### config.mk
export PLATFORM = sky130hd
export DESIGN_NAME = load_store_unit
export DESIGN_NICKNAME = d
export VERILOG_FILES = /design/src/rtl/load_store_unit.sv
export SDC_FILE = /design/constraint.sdc
export NUM_CORES = 1
export LEC_CHECK = 0
export BUFFER_PORTS_ARGS = -buffer_cell sky130_fd_sc_hd__buf_2
export CAP_MARGIN = 5
export CORE_ASPECT_RATIO = 1.5
export CORE_UTILIZATION = 54
export CTS_CLUSTER_SIZE = 12
export DETAILED_ROUTE_END_ITERATION = 6
export HOLD_SLACK_MARGIN = 0.15
export MAX_ROUTING_LAYER = met4
export PLACE_DENSITY = 0.92
export SLEW_MARGIN = 40
export SYNTH_ARGS = -nofsm -noshare
export SYNTH_HDL_FRONTEND = slang
export SYNTH_SLANG_ARGS = --single-unit
### constraint.sdc
create_clock -name clk -period 3.7 [get_ports clk]
set_clock_uncertainty 0.2 [all_clocks]
set_input_delay 0.37 -clock clk [delete_from_list [all_inputs] [get_ports clk]]
set_output_delay 0.37 -clock clk [all_outputs]
set_load 0.02 [all_outputs]
### src/rtl/load_store_unit.sv
// Load/store unit: bridges the MEM stage to a word-wide data memory.
// Handles byte/half/word loads and stores with lane steering, sign/zero
// extension, range and encoding faults. Word-crossing accesses are split
// into two memory beats when LSU_MISALIGN_SPLIT_EN is defined; otherwise
// they fault without touching memory.
module load_store_unit #(
  parameter int unsigned MEM_BYTES = 1024
) (
  input  logic        clk,
  input  logic        rst,
  input  logic        valid_in,
  input  logic        memread,
  input  logic        memwrite,
  input  logic [2:0]  func3_ex,
  input  logic [31:0] address,
  input  logic [31:0] writedata,
  output logic        stall,
  output logic        done,
  output logic [31:0] readdata,
  output logic        fault,
  output logic        mem_req,
  output logic        mem_we,
  output logic [31:0] mem_addr,
  output logic [31:0] mem_wdata,
  output logic [3:0]  mem_be,
  input  logic [31:0] mem_rdata,
  input  logic        mem_ready
);

  typedef enum logic [1:0] {IDLE, ACC0, ACC1, DONE} state_t;

  state_t      state_q, state_d;
  logic [31:0] addr_q, wdata_q, rdata_q, lo_word_q;
  logic [2:0]  f3_q;
  logic        store_q, fault_q;

  logic        req_in, f3_ok, illegal_in, range_in, cross_in, fault_in;
  logic [2:0]  size_in;
  logic [32:0] end_in;
  logic        cross_q;
  logic [3:0]  be_base;
  logic [7:0]  be_wide;
  logic [63:0] wd_wide, ld_wide, ld_shift;
  logic        ld_finish;

  function automatic logic [2:0] acc_size(input logic [2:0] f3);
    case (f3[1:0])
      2'b00:   return 3'd1;
      2'b01:   return 3'd2;
      default: return 3'd4;
    endcase
  endfunction

  function automatic logic [31:0] fmt_load(input logic [2:0] f3, input logic [31:0] b);
    case (f3)
      3'b000:  return {{24{b[7]}}, b[7:0]};
      3'b001:  return {{16{b[15]}}, b[15:0]};
      3'b100:  return {24'b0, b[7:0]};
      3'b101:  return {16'b0, b[15:0]};
      default: return b;
    endcase
  endfunction

  // Request decode and fault classification of the incoming access
  always_comb begin
    req_in  = valid_in & (memread | memwrite);
    size_in = acc_size(func3_ex);
    case (func3_ex)
      3'b000, 3'b001, 3'b010: f3_ok = 1'b1;
      3'b100, 3'b101:         f3_ok = memread;
      default:                f3_ok = 1'b0;
    endcase
    illegal_in = (memread & memwrite) | ~f3_ok;
    end_in     = {1'b0, address} + {30'b0, size_in};
    range_in   = end_in > 33'(MEM_BYTES);
    cross_in   = ({2'b00, address[1:0]} + {1'b0, size_in}) > 4'd4;
`ifdef LSU_MISALIGN_SPLIT_EN
    fault_in   = illegal_in | range_in;
`else
    fault_in   = illegal_in | range_in | cross_in;
`endif
  end

  // Captured access crosses into the next word (only reachable when split is enabled)
`ifdef LSU_MISALIGN_SPLIT_EN
  assign cross_q = ({2'b00, addr_q[1:0]} + {1'b0, acc_size(f3_q)}) > 4'd4;
`else
  assign cross_q = 1'b0;
`endif

  // Lane steering: 64-bit view spanning the accessed word and the next one
  always_comb begin
    case (f3_q[1:0])
      2'b00:   be_base = 4'b0001;
      2'b01:   be_base = 4'b0011;
      default: be_base = 4'b1111;
    endcase
    be_wide   = {4'b0000, be_base} << addr_q[1:0];
    wd_wide   = {32'b0, wdata_q} << {addr_q[1:0], 3'b000};
    ld_wide   = (state_q == ACC1) ? {mem_rdata, lo_word_q} : {32'b0, mem_rdata};
    ld_shift  = ld_wide >> {addr_q[1:0], 3'b000};
    ld_finish = ~store_q & mem_ready &
                (((state_q == ACC0) & ~cross_q) | (state_q == ACC1));
  end

  // State register
  always_ff @(posedge clk or posedge rst) begin
    if (rst) state_q <= IDLE;
    else     state_q <= state_d;
  end

  // Next-state logic
  always_comb begin
    state_d = state_q;
    case (state_q)
      IDLE: if (req_in) state_d = fault_in ? DONE : ACC0;
      ACC0: if (mem_ready) state_d = cross_q ? ACC1 : DONE;
      ACC1: if (mem_ready) state_d = DONE;
      DONE: state_d = IDLE;
      default: state_d = IDLE;
    endcase
  end

  // Output logic: memory beat drive, handshake and status pulses
  always_comb begin
    stall     = 1'b0;
    done      = 1'b0;
    fault     = 1'b0;
    mem_req   = 1'b0;
    mem_we    = 1'b0;
    mem_addr  = '0;
    mem_wdata = '0;
    mem_be    = '0;
    case (state_q)
      IDLE: stall = req_in;
      ACC0: begin
        stall    = 1'b1;
        mem_req  = 1'b1;
        mem_addr = {addr_q[31:2], 2'b00};
        if (store_q) begin
          mem_we    = 1'b1;
          mem_be    = be_wide[3:0];
          mem_wdata = wd_wide[31:0];
        end else begin
          mem_be    = 4'b1111;
        end
      end
      ACC1: begin
        stall    = 1'b1;
        mem_req  = 1'b1;
        mem_addr = {addr_q[31:2], 2'b00} + 32'd4;
        if (store_q) begin
          mem_we    = 1'b1;
          mem_be    = be_wide[7:4];
          mem_wdata = wd_wide[63:32];
        end else begin
          mem_be    = 4'b1111;
        end
      end
      DONE: begin
        done  = ~fault_q;
        fault = fault_q;
      end
      default: ;
    endcase
  end

  assign readdata = rdata_q;

  // Access capture, low-word buffering for split loads, and load result register
  always_ff @(posedge clk or posedge rst) begin
    if (rst) begin
      addr_q    <= '0;
      wdata_q   <= '0;
      f3_q      <= '0;
      store_q   <= 1'b0;
      fault_q   <= 1'b0;
      lo_word_q <= '0;
      rdata_q   <= '0;
    end else begin
      if (state_q == IDLE && req_in) begin
        addr_q  <= address;
        wdata_q <= writedata;
        f3_q    <= func3_ex;
        store_q <= memwrite;
        fault_q <= fault_in;
      end
      if (state_q == ACC0 && mem_ready && cross_q && !store_q)
        lo_word_q <= mem_rdata;
      if (ld_finish)
        rdata_q <= fmt_load(f3_q, ld_shift[31:0]);
    end
  end

endmodule
; ---- Yosys cells after proc, flatten, opt, wreduce, memory -nomap -nowiden
; Index checks and enable logic that the tools add are counted.
[totals]
register_bits = 103
input_bits = 105
out_inout_bits = 105
word_cells = 73
[op_classes]
n_addsub = 3
order_cmp = 2
n_eq_ne = 14
shift = 3
mux = 22
bitwise_logic = 12
reduce_logical = 10
[op_table]
columns = cell, count
row1 = $pmux 32 s2, 2
row2 = $pmux 32 s4, 1
row3 = $mux 32, 2
row4 = $mux 64, 1
row5 = $shl 32x5->64, 1
row6 = $shr 64x5->32, 1
row7 = $add 32x3->33, 1
row8 = $gt 33x11->1 const B, 1
row9 = $add 32x3->32 const B, 1
row10 = $pmux 4 s2, 2
row11 = $eq 3x3->1 const B, 4
row12 = $mux 4, 2
row13 = $shl 4x2->8, 1
row14 = $eq 2x1->1 const B, 3
row15 = $eq 3x1->1 const B, 2
row16 = $logic_not 2->1, 3
row17 = $logic_not 3->1, 2
row18 = $mux 2, 3
row19 = $pmux 2 s3, 1
row20 = $pmux 3 s2, 1
row21 = $mux 1, 5
row22 = $or 1x1->1, 5
row23 = $add 2x3->4, 1
row24 = $and 1x1->1, 4
row25 = 11 further kinds, 16

; ---- Logic depth before layout (Yosys ltp)
[logic_depth]
ltp_word = 10
ltp_mapped = 10
depth_no_buf = 10

; ---- Worst setup path before layout
; Ideal clock, no wire load.
[synth_timing]
path_kind = input -> register
start = in func3_ex[0]
end = reg state_q[1]
setup_time_ns = 0.135
arrival_time_ns = 2.403
required_time_ns = 3.365
path_slack_ns = 0.962
stages = 10
path_buffers = 0
path_cell_list = nor2_1 > ha_1 > fa_1 > a21o_1 > and4_1 > a31o_2 > a211oi_1 > o221ai_1 > nor4_1 > o22ai_1
[synth_between]
elab_chain_cells = 10
word_cells_on_any_way = 22
classes_between = 2 x add/sub / 2 x order compare / 5 x eq/ne / 5 x mux / 4 x bitwise / 4 x reduce/logical
[synth_lines]
columns = element, line_no
row1 = start: declaration, 14  ; input logic [2:0] func3_ex,
row2 = branches (longest 6 deep; another with $add 32x3->33), --
row3 = $or 1x1->1 (*), 80  ; fault_in = illegal_in | range_in | cross_in;
row4 = $mux 2 (*) (2 in a row), 116  ; IDLE: if (req_in) state_d = fault_in ? DONE : ACC0;
row5 = $pmux 2 s3 (*), 115  ; case (state_q)
row6 = end signal: assignment, 109  ; else state_q <= state_d;
row7 = end: declaration, 32  ; state_t state_q, state_d;
; Mark *: on every way between the ends. The select of a mux whose other input is x is not followed.
; A chain may end at the register's enable or synchronous reset.

; ---- Worst setup path in the final report
; Ends and elaborated chain as after synthesis.

==> results.sh <==
export IMPL_status="completed"
export IMPL_grt_max_degree=65
export IMPL_slew_headroom=0.4577
export IMPL_hold_viol=0
export IMPL_postCtsSetupBuffers=0
export IMPL_placed_cells=1218
export IMPL_drt_iter0_markers=510
export IMPL_critPathMaxFanout=4
export IMPL_post_route_cells_drive_above_1_share=0.3052
export IMPL_synth_seq_cells=103
export IMPL_hp_start="mem_rdata[16]"
export IMPL_tritoncts_num_buffers=9
export IMPL_crit_type="primary input to flip-flop"
export IMPL_crit_family="simple AND/OR/NAND/NOR gates"
export IMPL_cts_sinks=103
export IMPL_holdWs_ns=0.1685
export IMPL_cts_tree="done"
export IMPL_fin_crit_sh=0.8912
export IMPL_wirelength_um=25350
export IMPL_rows=52
export IMPL_reg2reg_to="readdata[29]$_DFFE_PP0P_"
export IMPL_placed_cell_area_mm2=0.008807
export IMPL_htree_levels=3
export IMPL_critPathSlowestCell="dlygate4sd3_1"
export IMPL_boundaryPins=210
export IMPL_die_w_um=99.22
export IMPL_rr_worst_depth=8
export IMPL_place_congestion=0.9960
export IMPL_maxSlewViolCount=0
export IMPL_nNetsFinal=1237
export IMPL_syn_cell_area_mm2=0.007655
export IMPL_p_per_area_mw_per_mm2=834.7
export IMPL_path_buf_inv=2
export IMPL_synth_edff_count=0
export IMPL_core_region_area_mm2=0.01366
export IMPL_tightest_slew_ns=0.8135
export IMPL_drv_cap=0
export IMPL_endpoint_kind="flip-flop"
export IMPL_arrival_ns=3.32
export IMPL_rsz0062_at_grt="false"
export IMPL_design_area_mm2=0.009637
export IMPL_yosysTopAreaCell="dfrtp_1"
export IMPL_antenna_found_initial=0
export IMPL_synth_top_cell_area_share=0.3367
export IMPL_drc=0
export IMPL_drt_first_pass_iters=5
export IMPL_max_clock_path_buffers=2
export IMPL_grt_pass1_vias=8029
export IMPL_overflow=0
export IMPL_fmax_ghz=0.3033
export IMPL_hold_end="readdata[24]$_DFFE_PP0P_"
export IMPL_grt_pass1_wl_um=39510
export IMPL_worstReg2RegStart="addr_q[0]$_DFFE_PP0P_"
export IMPL_yosysWarnings=0
export IMPL_avgSynthCellArea_um2=8.611
export IMPL_holdBufCountCts=55
export IMPL_clkTransAtPathRegs_ns=0.07
export IMPL_die_h_um=147.8
export IMPL_synth_ff_type="dfrtp_1"
export IMPL_synth_area_top_cells="dfrtp_1, mux2_2, nor2_1, mux2i_1, nand2_1"
export IMPL_required_ns=3.72
export IMPL_io_buffer_count=207
export IMPL_antennaDiodeCount=0
export IMPL_p_leak_nw=4.435
export IMPL_drtAntennaViolNets=0
export IMPL_cts_root_buf="clkbuf_16"
export IMPL_crit_path_start_kind="primary input"
export IMPL_fin_util=0.7053
export IMPL_setup_viol=0
export IMPL_fin_cells=1289
export IMPL_clkLatencyLatePin_ns=0.35
export IMPL_via_count=8145
export IMPL_period_needed_ns=3.297
export IMPL_critical_path_max_stage_delay_ns=0.53
export IMPL_dieArea_mm2=0.01467
export IMPL_reg2reg_slack_ns=0.91
export IMPL_async_flop_share=1.000
export IMPL_ys_seq_area_frac=0.3367
export IMPL_setup_tns_ns=0
export IMPL_grt_use_total=0.3539
export IMPL_vias_per_cell=6.319
export IMPL_area_growth_pct=25.89
export IMPL_cts_resized=0
export IMPL_start_util=0.5603
export IMPL_post_dp_hpwl_um=17500
export IMPL_ys_types=69
export IMPL_crit_chain="dlygate4sd3_1, buf_2, nor2_1, ha_1, fa_1, or2_2, a211oi_1, a2111oi_0, nor3_1, nand3_1, nor4_1, o22ai_1"
export IMPL_min_path_type="primary input to flip-flop"
export IMPL_postSynthCellCount=889
export IMPL_irDropWorstVdd_v=0.0004160
export IMPL_wire_per_inst_um=19.66
export IMPL_hold_path_depth=3
-- routing by layer --
layer	up-vias	part of all wire	GRT usage	wire, µm
met1	3861	0.35	0.3751	8976
met4	0	0.050	0.1978	1266
met2	492	0.53	0.6309	13410
met5	-	0	-	0
met3	116	0.067	0.04444	1693
li1	3676	-	-	-
-- kinds of logic (layout without fill, tap and decap cells) --
group           count (synthesis)  in the layout  synth area share
fa+ha+maj                      10             10           0.01733
flops                         103            103            0.3367
xor+xnor                       24             24           0.02746
simple gates                  343            343            0.2180
other cells                     1              2         0.0004899
compound gates                208            208            0.1726
buf+inv                        78            315           0.04266
mux                           122            122            0.1847
-- final cells by class --
type                            instances  area, µm²
Tap cell                              162      202.7
Clock inverter                          5      43.79
Fill cell                            1039       4026
Inverter                               17      68.82
Clock buffer                           11      232.7
Timing Repair Buffer                  282       1749
Sequential cell                       103       2582
Multi-Input combinational cell        709       4757
-- power by group --
part           internal (W)  switching [W]  leakage, nW  total (W)
clock network      0.000465       0.000459        0.128   0.000924
logic               0.00190        0.00272         3.08    0.00462
registers           0.00170       0.000802         1.23    0.00250
-- how the worst max path moves through the flow --
stage	to	startpoint	slack, ns	cells after the start
finish	state_q[1]$_DFFE_PP0P_	func3_ex[0]	0.40	12
global route	state_q[1]$_DFFE_PP0P_	func3_ex[0]	0.16	12
CTS	state_q[1]$_DFFE_PP0P_	func3_ex[0]	0.40	12
detailed placement	state_q[1]$_DFFE_PP0P_	func3_ex[0]	0.58	11
global placement	state_q[1]$_DFFE_PP0P_	func3_ex[0]	0.61	11
floorplan	addr_q[0]$_DFFE_PP0P_	rst	0.43	1
-- worst reg2reg max path, stage by stage, from the launching register on --
cell and delay, ns:
dfrtp_4 0.96, mux2i_1 0.30, nand2_1 0.08, nand3b_1 0.15
o31a_1 0.39, inv_1 0.08, a31oi_1 0.14, buf_4 0.25
a21oi_1 0.11
-- cells in the mapped netlist, drive strengths merged, types with 10 or more instances --
cell and count:
a21oi 65, a22o 14, a22oi 30, and3 16
and4 10, buf 25, clkbuf 36, dfrtp 103
inv 17, mux2 74, mux2i 40, nand2 97
nand2b 10, nand3 31, nand4 17, nor2 122
o21ai 51, o22a 10, xor2 15
-- cell usage in the layout, fill, tap and decap left out, types with 30 or more instances in the layout --
cell type / count
nand3_1: 30
a21oi_1: 65
dlygate4sd3_1: 55
a22oi_1: 30
mux2i_1: 40
buf_2: 207
dfrtp_1: 101
mux2_2: 74
nor2_1: 121
o21ai_0: 50
nand2_1: 97
-- registers in the layout (all words and copies together), names as in the netlist --
register and flops:
addr_q 32, wdata_q 32, state_q 2, fault_q 1, f3_q 3, store_q 1, readdata 32
-- stage by stage --
stage | setup WS [ns] | power (W)
2_1_floorplan | 0.4262 | 0.005597
4_1_cts | 0.4048 | 0.007936
3_5_place_dp | 0.5824 | 0.006965
5_1_grt | 0.1613 | 0.008524
3_3_place_gp | 0.6148 | 0.006805
6_report | 0.4027 | 0.008044
Note: power is estimated with default switching activity, not from simulation.
